`config.mk`:
```
export PLATFORM = sky130hd
export DESIGN_NAME = network_interface_tx
export DESIGN_NICKNAME = d
export VERILOG_FILES = /design/src/rtl/network_interface_tx.sv
export SDC_FILE = /design/constraint.sdc
export NUM_CORES = 1
export LEC_CHECK = 0
export CORE_ASPECT_RATIO = 1.4
export CORE_MARGIN = 2
export CORE_UTILIZATION = 25
export DETAILED_ROUTE_END_ITERATION = 8
export HOLD_SLACK_MARGIN = 0.1
export PLACE_DENSITY = 0.42
export SYNTH_ARGS = -nofsm -noshare
export SYNTH_HDL_FRONTEND = slang
export SYNTH_HIERARCHICAL = 1
export SYNTH_SLANG_ARGS = --single-unit
export TNS_END_PERCENT = 100
```
`constraint.sdc`:
```
create_clock -name clk -period 2.99 [get_ports clk]
set_input_delay 0.4485 -clock clk [delete_from_list [all_inputs] [get_ports clk]]
set_output_delay 0.4485 -clock clk [all_outputs]
set_load 0.005 [all_outputs]
```
`src/rtl/network_interface_tx.sv`:
```
// Packetiser for a router local port: emits a header flit, then len+1 body flits from a payload FIFO.
// Flits are registered (one cycle after the decision); local_full_i stalls, an empty FIFO inserts idle cycles.

module network_interface_tx_fifo #(
  parameter int DEPTH = 4,
  parameter int W     = 15
) (
  input  logic         clk,
  input  logic         rst,
  input  logic         push_i,
  input  logic [W-1:0] data_i,
  input  logic         pop_i,
  output logic [W-1:0] data_o,
  output logic         full_o,
  output logic         empty_o
);
  localparam int AW = $clog2(DEPTH);
  localparam int CW = AW + 1;

  logic [W-1:0]  mem_q [DEPTH];
  logic [W-1:0]  mem_d [DEPTH];
  logic [AW-1:0] wr_ptr_q, wr_ptr_d;
  logic [AW-1:0] rd_ptr_q, rd_ptr_d;
  logic [CW-1:0] cnt_q, cnt_d;
  logic          do_push, do_pop;

  assign full_o  = (cnt_q == CW'(DEPTH));
  assign empty_o = (cnt_q == '0);
  assign data_o  = mem_q[rd_ptr_q];

  // Pop is gated on the registered count, so a word pushed this cycle is never read through.
  always_comb begin
    do_push  = push_i && !full_o;
    do_pop   = pop_i && !empty_o;
    mem_d    = mem_q;
    wr_ptr_d = wr_ptr_q;
    rd_ptr_d = rd_ptr_q;
    cnt_d    = cnt_q;
    if (do_push) begin
      mem_d[wr_ptr_q] = data_i;
      wr_ptr_d        = wr_ptr_q + AW'(1);
    end
    if (do_pop) begin
      rd_ptr_d = rd_ptr_q + AW'(1);
    end
    case ({do_push, do_pop})
      2'b10:   cnt_d = cnt_q + CW'(1);
      2'b01:   cnt_d = cnt_q - CW'(1);
      default: cnt_d = cnt_q;
    endcase
  end

  always_ff @(posedge clk or negedge rst) begin
    if (!rst) begin
      for (int i = 0; i < DEPTH; i++) mem_q[i] <= '0;
      wr_ptr_q <= '0;
      rd_ptr_q <= '0;
      cnt_q    <= '0;
    end else begin
      mem_q    <= mem_d;
      wr_ptr_q <= wr_ptr_d;
      rd_ptr_q <= rd_ptr_d;
      cnt_q    <= cnt_d;
    end
  end
endmodule

module network_interface_tx #(
  parameter int ROUTER_ID  = 0,
  parameter int FIFO_DEPTH = 4
) (
  input  logic        clk,
  input  logic        rst,
  input  logic        pkt_valid_i,
  output logic        pkt_ready_o,
  input  logic [3:0]  pkt_dest_i,
  input  logic [2:0]  pkt_len_i,
  input  logic        pay_valid_i,
  output logic        pay_ready_o,
  input  logic [14:0] pay_data_i,
  input  logic        local_full_i,
  output logic [16:0] local_data_o,
  output logic        busy_o,
  output logic        pkt_sent_o
);
  typedef enum logic [1:0] {IDLE, HEAD, BODY} state_t;

  localparam logic [3:0] SRC_ID = 4'(ROUTER_ID);

  state_t      state_q, state_d;
  logic [3:0]  dest_q, dest_d;
  logic [2:0]  len_q, len_d;
  logic [2:0]  bcnt_q, bcnt_d;
  logic [16:0] flit_q, flit_d;
  logic        sent_q, sent_d;

  logic        fifo_pop;
  logic [14:0] fifo_data;
  logic        fifo_full;
  logic        fifo_empty;

  network_interface_tx_fifo #(
    .DEPTH (FIFO_DEPTH),
    .W     (15)
  ) u_pay_fifo (
    .clk     (clk),
    .rst     (rst),
    .push_i  (pay_valid_i),
    .data_i  (pay_data_i),
    .pop_i   (fifo_pop),
    .data_o  (fifo_data),
    .full_o  (fifo_full),
    .empty_o (fifo_empty)
  );

  assign pay_ready_o  = !fifo_full;
  assign pkt_ready_o  = (state_q == IDLE);
  assign busy_o       = (state_q != IDLE);
  assign local_data_o = flit_q;
  assign pkt_sent_o   = sent_q;

  always_comb begin
    state_d  = state_q;
    dest_d   = dest_q;
    len_d    = len_q;
    bcnt_d   = bcnt_q;
    flit_d   = '0;
    sent_d   = 1'b0;
    fifo_pop = 1'b0;
    case (state_q)
      IDLE: begin
        if (pkt_valid_i) begin
          dest_d  = pkt_dest_i;
          len_d   = pkt_len_i;
          state_d = HEAD;
        end
      end
      HEAD: begin
        if (!local_full_i) begin
          flit_d  = {1'b1, 1'b1, dest_q, SRC_ID, len_q, 4'b0000};
          bcnt_d  = len_q;
          state_d = BODY;
        end
      end
      BODY: begin
        if (!local_full_i && !fifo_empty) begin
          fifo_pop = 1'b1;
          flit_d   = {1'b1, 1'b0, fifo_data};
          // pkt_sent_o is registered alongside the flit so it lines up with the last body flit.
          if (bcnt_q == 3'd0) begin
            sent_d  = 1'b1;
            state_d = IDLE;
          end else begin
            bcnt_d = bcnt_q - 3'd1;
          end
        end
      end
      default: state_d = IDLE;
    endcase
  end

  always_ff @(posedge clk or negedge rst) begin
    if (!rst) begin
      state_q <= IDLE;
      dest_q  <= '0;
      len_q   <= '0;
      bcnt_q  <= '0;
      flit_q  <= '0;
      sent_q  <= 1'b0;
    end else begin
      state_q <= state_d;
      dest_q  <= dest_d;
      len_q   <= len_d;
      bcnt_q  <= bcnt_d;
      flit_q  <= flit_d;
      sent_q  <= sent_d;
    end
  end
endmodule

```
### Word level (Yosys, flattened, before mapping)

Index checks and enable logic that the tools add are counted.

| operators by class | value |
|---|---|
| $add $sub $neg | 5 |
| order comparisons | 3 |
| equality and inequality tests | 10 |
| mux-type cells | 24 |
| bitwise operators | 2 |
| reductions and logical operators | 16 |

Operator list:

| operator | count |
|---|---|
| 60-bit bitwise mux | 1 |
| 15-bit two-way mux | 3 |
| 17-bit two-way mux | 2 |
| 17-bit one-hot mux with 2 select lines | 1 |
| 15-bit binary-select mux with 2-bit select | 1 |
| 15-bit demux with 2-bit select | 1 |
| 3-bit one-hot mux with 2 select lines | 2 |
| 2-bit inequality test (second input constant) | 5 |
| 3-bit two-way mux | 3 |
| 2-bit two-way mux | 4 |
| 4-bit AND reduction | 2 |
| 3-bit greater-or-equal comparator (second input constant) | 2 |
| 3-bit logical NOT | 2 |
| 2-bit inverter with 3-bit output | 2 |
| 2-bit one-hot mux with 3 select lines | 1 |
| 2-bit nonzero test | 3 |
| 3-bit by 1-bit subtractor with 3-bit output (second input constant) | 2 |
| 1-bit two-way mux | 5 |
| 2-bit by 1-bit adder with 2-bit output (second input constant) | 2 |
| 2-bit by 1-bit equality test with 1-bit output (second input constant) | 2 |
| 2-bit equality test (second input constant) | 2 |
| 1-bit logical AND | 4 |
| 3-bit by 1-bit adder with 3-bit output (second input constant) | 1 |
| 3-bit equality test (second input constant) | 1 |
| 4 further kinds | 6 |

| storage, ports and cells | value |
|---|---|
| flip-flop bits (word level) | 97 |
| bits of input ports | 27 |
| output and inout bits | 21 |
| word-level logic and storage cells | 73 |

### Depth between registers and ports, before layout

| logic depth | value |
|---|---|
| word-level depth | 8 |
| gate-level depth with buffers | 11 |
| gate-level depth less buffers | 10 |

### Modules after synthesis

The synthesis kept the hierarchy.

Modules (own cells, without submodules):

| module | instances | cells each | area each (um2) | sequential area each (um2) |
|---|---|---|---|---|
| network_interface_tx_fifo | 1 | 183 | 3,001.6 | 1,676.6 |
| network_interface_tx | 1 | 105 | 1,343.8 | 750.7 |

### Least setup slack after synthesis

No wires, ideal clock.

| path | value |
|---|---|
| path kind | register to register |
| from | register state_q[0] |
| to | register u_pay_fifo.cnt_q[2] |
| setup time | 79 ps |
| data arrival time | 2,134 ps |
| data required time | 2,911 ps |
| slack | 777 ps |
| stages on the path, launching flop included | 12 |
| path buffers | 1 |
| period minus slack after synthesis | 2,213 ps |
| path through | dfrtp_1 -> inv_1 -> ha_1 -> buf_4 -> and2_1 -> o31a_1 -> ha_1 -> inv_1 -> fa_1 -> xor2_1 -> nor2_1 -> xor2_1 |

| between the ends | value |
|---|---|
| cells in the longest elaborated chain, start to end | 5 |
| elaborated cells between the ends (all ways) | 7 |
| those cells by class | eq/ne: 3; mux: 2; reduce/logical: 2 |

RTL lines:

| item | line | text |
|---|---|---|
| from (decl) | 90 | `state_t state_q, state_d;` |
| from (signal assigned) | 171 | `state_q <= state_d;` |
| 2-bit equality test * | 130 | `case (state_q)` |
| 1-bit two-way mux * | 130 |  |
| named net fifo_pop | 97 | `logic fifo_pop;` |
| 1-bit logical AND * | 34 | `do_pop = pop_i && !empty_o;` |
| named net u_pay_fifo.do_pop | 25 | `logic do_push, do_pop;` |
| 2-bit by 1-bit equality test with 1-bit output / 2-bit equality test (equally long branches) | 46 | `case ({do_push, do_pop})` |
| 3-bit one-hot mux with 2 select lines / 2-bit nonzero test (equally long branches) | - |  |
| to (signal assigned) | 63 | `cnt_q <= cnt_d;` |
| to (decl) | 24 | `logic [CW-1:0] cnt_q, cnt_d;` |

The timed path passes the listed nets; every way through them passes the cells marked *.
A chain may end at the register's enable or synchronous reset.

### Worst setup path after layout

| path | value |
|---|---|
| from | register u_pay_fifo.cnt_q[0] |
| to | register u_pay_fifo.cnt_q[2] |

| between the ends | value |
|---|---|
| cells in the longest elaborated chain, start to end | 8 |
| elaborated cells between the ends (all ways) | 15 |
| those cells by class | add/sub: 2; eq/ne: 3; mux: 3; reduce/logical: 7 |

RTL lines:

| item | line | text |
|---|---|---|
| 3-bit logical NOT * | 28 | `assign empty_o = (cnt_q == '0);` |
| named net fifo_empty | 100 | `logic fifo_empty;` |
| 1-bit logical NOT * | 146 | `if (!local_full_i && !fifo_empty) begin` |
| 1-bit logical AND * | 146 |  |
| 1-bit two-way mux * | 146 |  |
| 1-bit two-way mux * | 130 |  |
| named net fifo_pop | 97 |  |
| 1-bit logical AND * | 34 |  |
| named net u_pay_fifo.do_pop | 25 |  |
| 2-bit by 1-bit equality test with 1-bit output / 2-bit equality test (equally long branches) | 46 |  |
| 3-bit one-hot mux with 2 select lines / 2-bit nonzero test (equally long branches) | - |  |

Marked as above.

==> run_results.csv <==
group,metric,value,unit
setup_path,cp.arrival,2.56,ns
power,total_power,5.49,mW
sta,period_share,0.781,
setup_path,cpPeakStageDelay,0.48,ns
min_path,min_path_type,"in -> async",
clocking,post-cts-setup-buffer-count,0,
clocking,cts_tree,"yes",
sta,fmax,428,MHz
cells_and_area,final_core_util,0.313,
sta,skew,0.00910,ns
placement,place_area,5090,sq um
global_routing,grt_overflow_total,0,
clocking,cts.path.max_buffers,2,
setup_path,worstPathRequired,3.21,ns
routing,wire_per_inst,16.2,microns
floorplanning,start_util,0.253,
routing,vias,2471,
sta,max_slew_margin,0.431,
floorplanning,pin_count,48,
synthesis,netlist_area,4350,sq um
global_routing,antenna_found_initial,0,
synthesis,syn_nets,328,
global_routing,grt_pass1_vias,2697,
routing,drt-pass1-iter-count,4,
clocking,htreeDepth,3,
placement,portBuffers,47,
clocking,path_clk_slew,0.07,ns
placement,gp_congestion,0.773,
clocking,cts-hold-fix-buffers,0,
floorplanning,die-height,160,microns
setup_path,cp_top_family,"simple AND/OR/NAND/NOR gates",
cells_and_area,final_cell_mix,"dfrtp_1 (97), mux2_2 (69), clkdlybuf4s50_1 (46)",
setup_path,crit_path_start_kind,"flop",
sta,tns,0,ns
setup_path,path_common_cell,"xor2_1",
power,leakagePower,2.28,nW
sta,setup_viol,0,
cells_and_area,final_cell_area,5380,sq um
sta,final_hold_viol_count,0,
floorplanning,core,17200,sq um
sta,period_minus_slack,2.33,ns
global_routing,track_usage,0.108,
synthesis,yosysUniqueCellTypes,39,
routing,ant_nets,0,
setup_path,cpMaxStageDelayCell,"nor3_1",
clocking,post_cts_resized,0,
sta,tightest_slew,0.853,ns
sta,holdWs,0.189,ns
global_routing,grt_pass1_wl,15100,microns
cells_and_area,nets,383,
synthesis,yosysWarningCount,6,
synthesis,syn_area_per_cell,15.1,sq um
clocking,clk_latency,0.34,ns
synthesis,synthCells,288,
floorplanning,dieArea,18500,sq um
floorplanning,rows,57,
routing,drc,0,
placement,hpwl,6340,microns
job,drv_cap,0,
status,status,"finished, final reports clean",
power,p_per_area,1020,nW/um^2
routing,drt-initial-drc-count,77,
synthesis,yosysSeqAreaShare,0.559,
cells_and_area,layout_commonest_cell,"dfrtp_1",
floorplanning,die_x,115,microns
setup_path,reg2reg_slack,0.66,ns
cells_and_area,drive_gt1_frac,0.330,
sta,rsz0062_at_grt,"no",
clocking,cts_inserted_buffers,9,
setup_path,crit_buf_inv,1,
setup_path,crit_type,"reg -> reg",
global_routing,grt_max_degree,61,
setup_path,crit_chain,"nor3_1, nor2_2, and2_1, o31a_1, ha_1, inv_1, fa_1, xor2_1, nor2_1, xor2_1",
setup_path,cp_max_fo,5,
cells_and_area,antenna_cells,0,
routing,wirelength,9440,microns
clocking,cts-root-buf,"clkbuf_16",
clocking,cts.sinks,97,
sta,drv_slew,0,
power,max-vdd-ir-drop,0.299,mV
synthesis,ys_ff_latch,97,
setup_path,end_kind,"flop",
routing,vias_per_cell,4.23,
cells_and_area,area_growth,23.9,%
## cell type report
type                            instances  area (sq um)
Fill cell                            1744         11800
Sequential cell                        97          2430
Multi-Input combinational cell        166          1780
Timing Repair Buffer                   56           548
Tap cell                              236           295
Clock buffer                           10           239
Clock inverter                          6          48.8
Inverter                               13          48.8
## state kept, by name, summed over array words and instances, names as in the netlist
signal	count
u_pay_fifo/mem_q	60
dest_q	4
state_q	2
local_data_o	17
len_q	3
u_pay_fifo/wr_ptr_q	2
bcnt_q	3
u_pay_fifo/cnt_q	3
u_pay_fifo/rd_ptr_q	2
pkt_sent_o	1
## cell usage after synthesis
library cell	instances	area, sq um
dfrtp_1	97	2430
mux2_2	69	777
mux4_2	15	338
inv_1	13	48.8
ha_1	12	150
and2_1	8	50.1
a22o_1	7	61.3
nand2_1	7	26.3
nor2_1	7	26.3
buf_6	5	56.3
mux2i_1	4	40.0
and3_1	3	18.8
buf_2	3	15.0
xnor2_1	3	26.3
xor2_1	3	26.3
a21oi_1	2	10.0
and3b_1	2	17.5
buf_4	2	15.0
clkbuf_1	2	7.51
nand2b_1	2	12.5
nand3b_1	2	15.0
nor2b_1	2	12.5
or2_1	2	12.5
a211o_1	1	8.76
a41o_1	1	10.0
and4_1	1	8.76
fa_1	1	20.0
mux2_1	1	11.3
nand2_2	1	6.26
nand3_1	1	5.00
nand4_1	1	6.26
nor2_2	1	6.26
nor3_1	1	5.00
nor3b_4	1	18.8
o2111ai_1	1	8.76
o2111ai_2	1	15.0
o211ai_1	1	7.51
o21ai_2	1	8.76
o31a_1	1	8.76
## final timing paths
| kind | depth (start not counted) | start | to |
|---|---|---|---|
| setup / recovery | 10 | u_pay_fifo/cnt_q[0] | u_pay_fifo/cnt_q[2] |
| hold / removal | 1 | rst | u_pay_fifo/wr_ptr_q[1] |
| setup reg to reg | 10 | u_pay_fifo/cnt_q[0] | u_pay_fifo/cnt_q[2] |
| hold reg to reg | 1 | dest_q[0] | local_data_o[11] |
| max in group asynchronous | 2 | rst | u_pay_fifo/mem_q[41] |
| min in group clk | 1 | dest_q[0] | local_data_o[11] |
## where the power goes
part	switching [mW]	internal, mW
Sequential	0.362	1.91
Clock	0.524	0.596
Combinational	0.837	1.25
Total	1.72	3.76
## metal layers
metal | part of all wire | vias up | global-route usage | wire length, microns
met5 | 0 | - | 0 | 0
met4 | 0.011 | 0 | 0.0465 | 100
met3 | 0.033 | 9 | 0.0197 | 307
met2 | 0.53 | 45 | 0.184 | 4960
met1 | 0.43 | 1282 | 0.132 | 4070
li1 | - | 1135 | - | -
## worst reg2reg max path: stages (launching register included)
cell     delay [ns]
dfrtp_1        0.45
nor3_1         0.48
nor2_2         0.11
and2_1         0.20
o31a_1         0.14
ha_1           0.22
inv_1          0.08
fa_1           0.18
xor2_1         0.15
nor2_1         0.06
xor2_1         0.14
## per-stage QoR
step	instances	setup slack, ns
after global routing	584	0.506
after global placement	568	0.410
final	584	0.655
after CTS	584	0.630
after detailed placement	568	0.370
after floorplan	288	0.777
## cell families (layout without fill, tap and decap cells)
| group | count (synthesis) | in the layout | synth area share |
|---|---|---|---|
| AO/OA/AOI/OAI | 16 | 16 | 0.0320 |
| XOR/XNOR | 6 | 6 | 0.0121 |
| adder cells (fa/ha/maj) | 13 | 13 | 0.0392 |
| buffers and inverters | 25 | 85 | 0.0328 |
| flip-flops | 97 | 97 | 0.559 |
| multiplexers | 89 | 89 | 0.268 |
| AND/OR/NAND/NOR | 42 | 42 | 0.0570 |
Power figures use the tool's default switching activity.
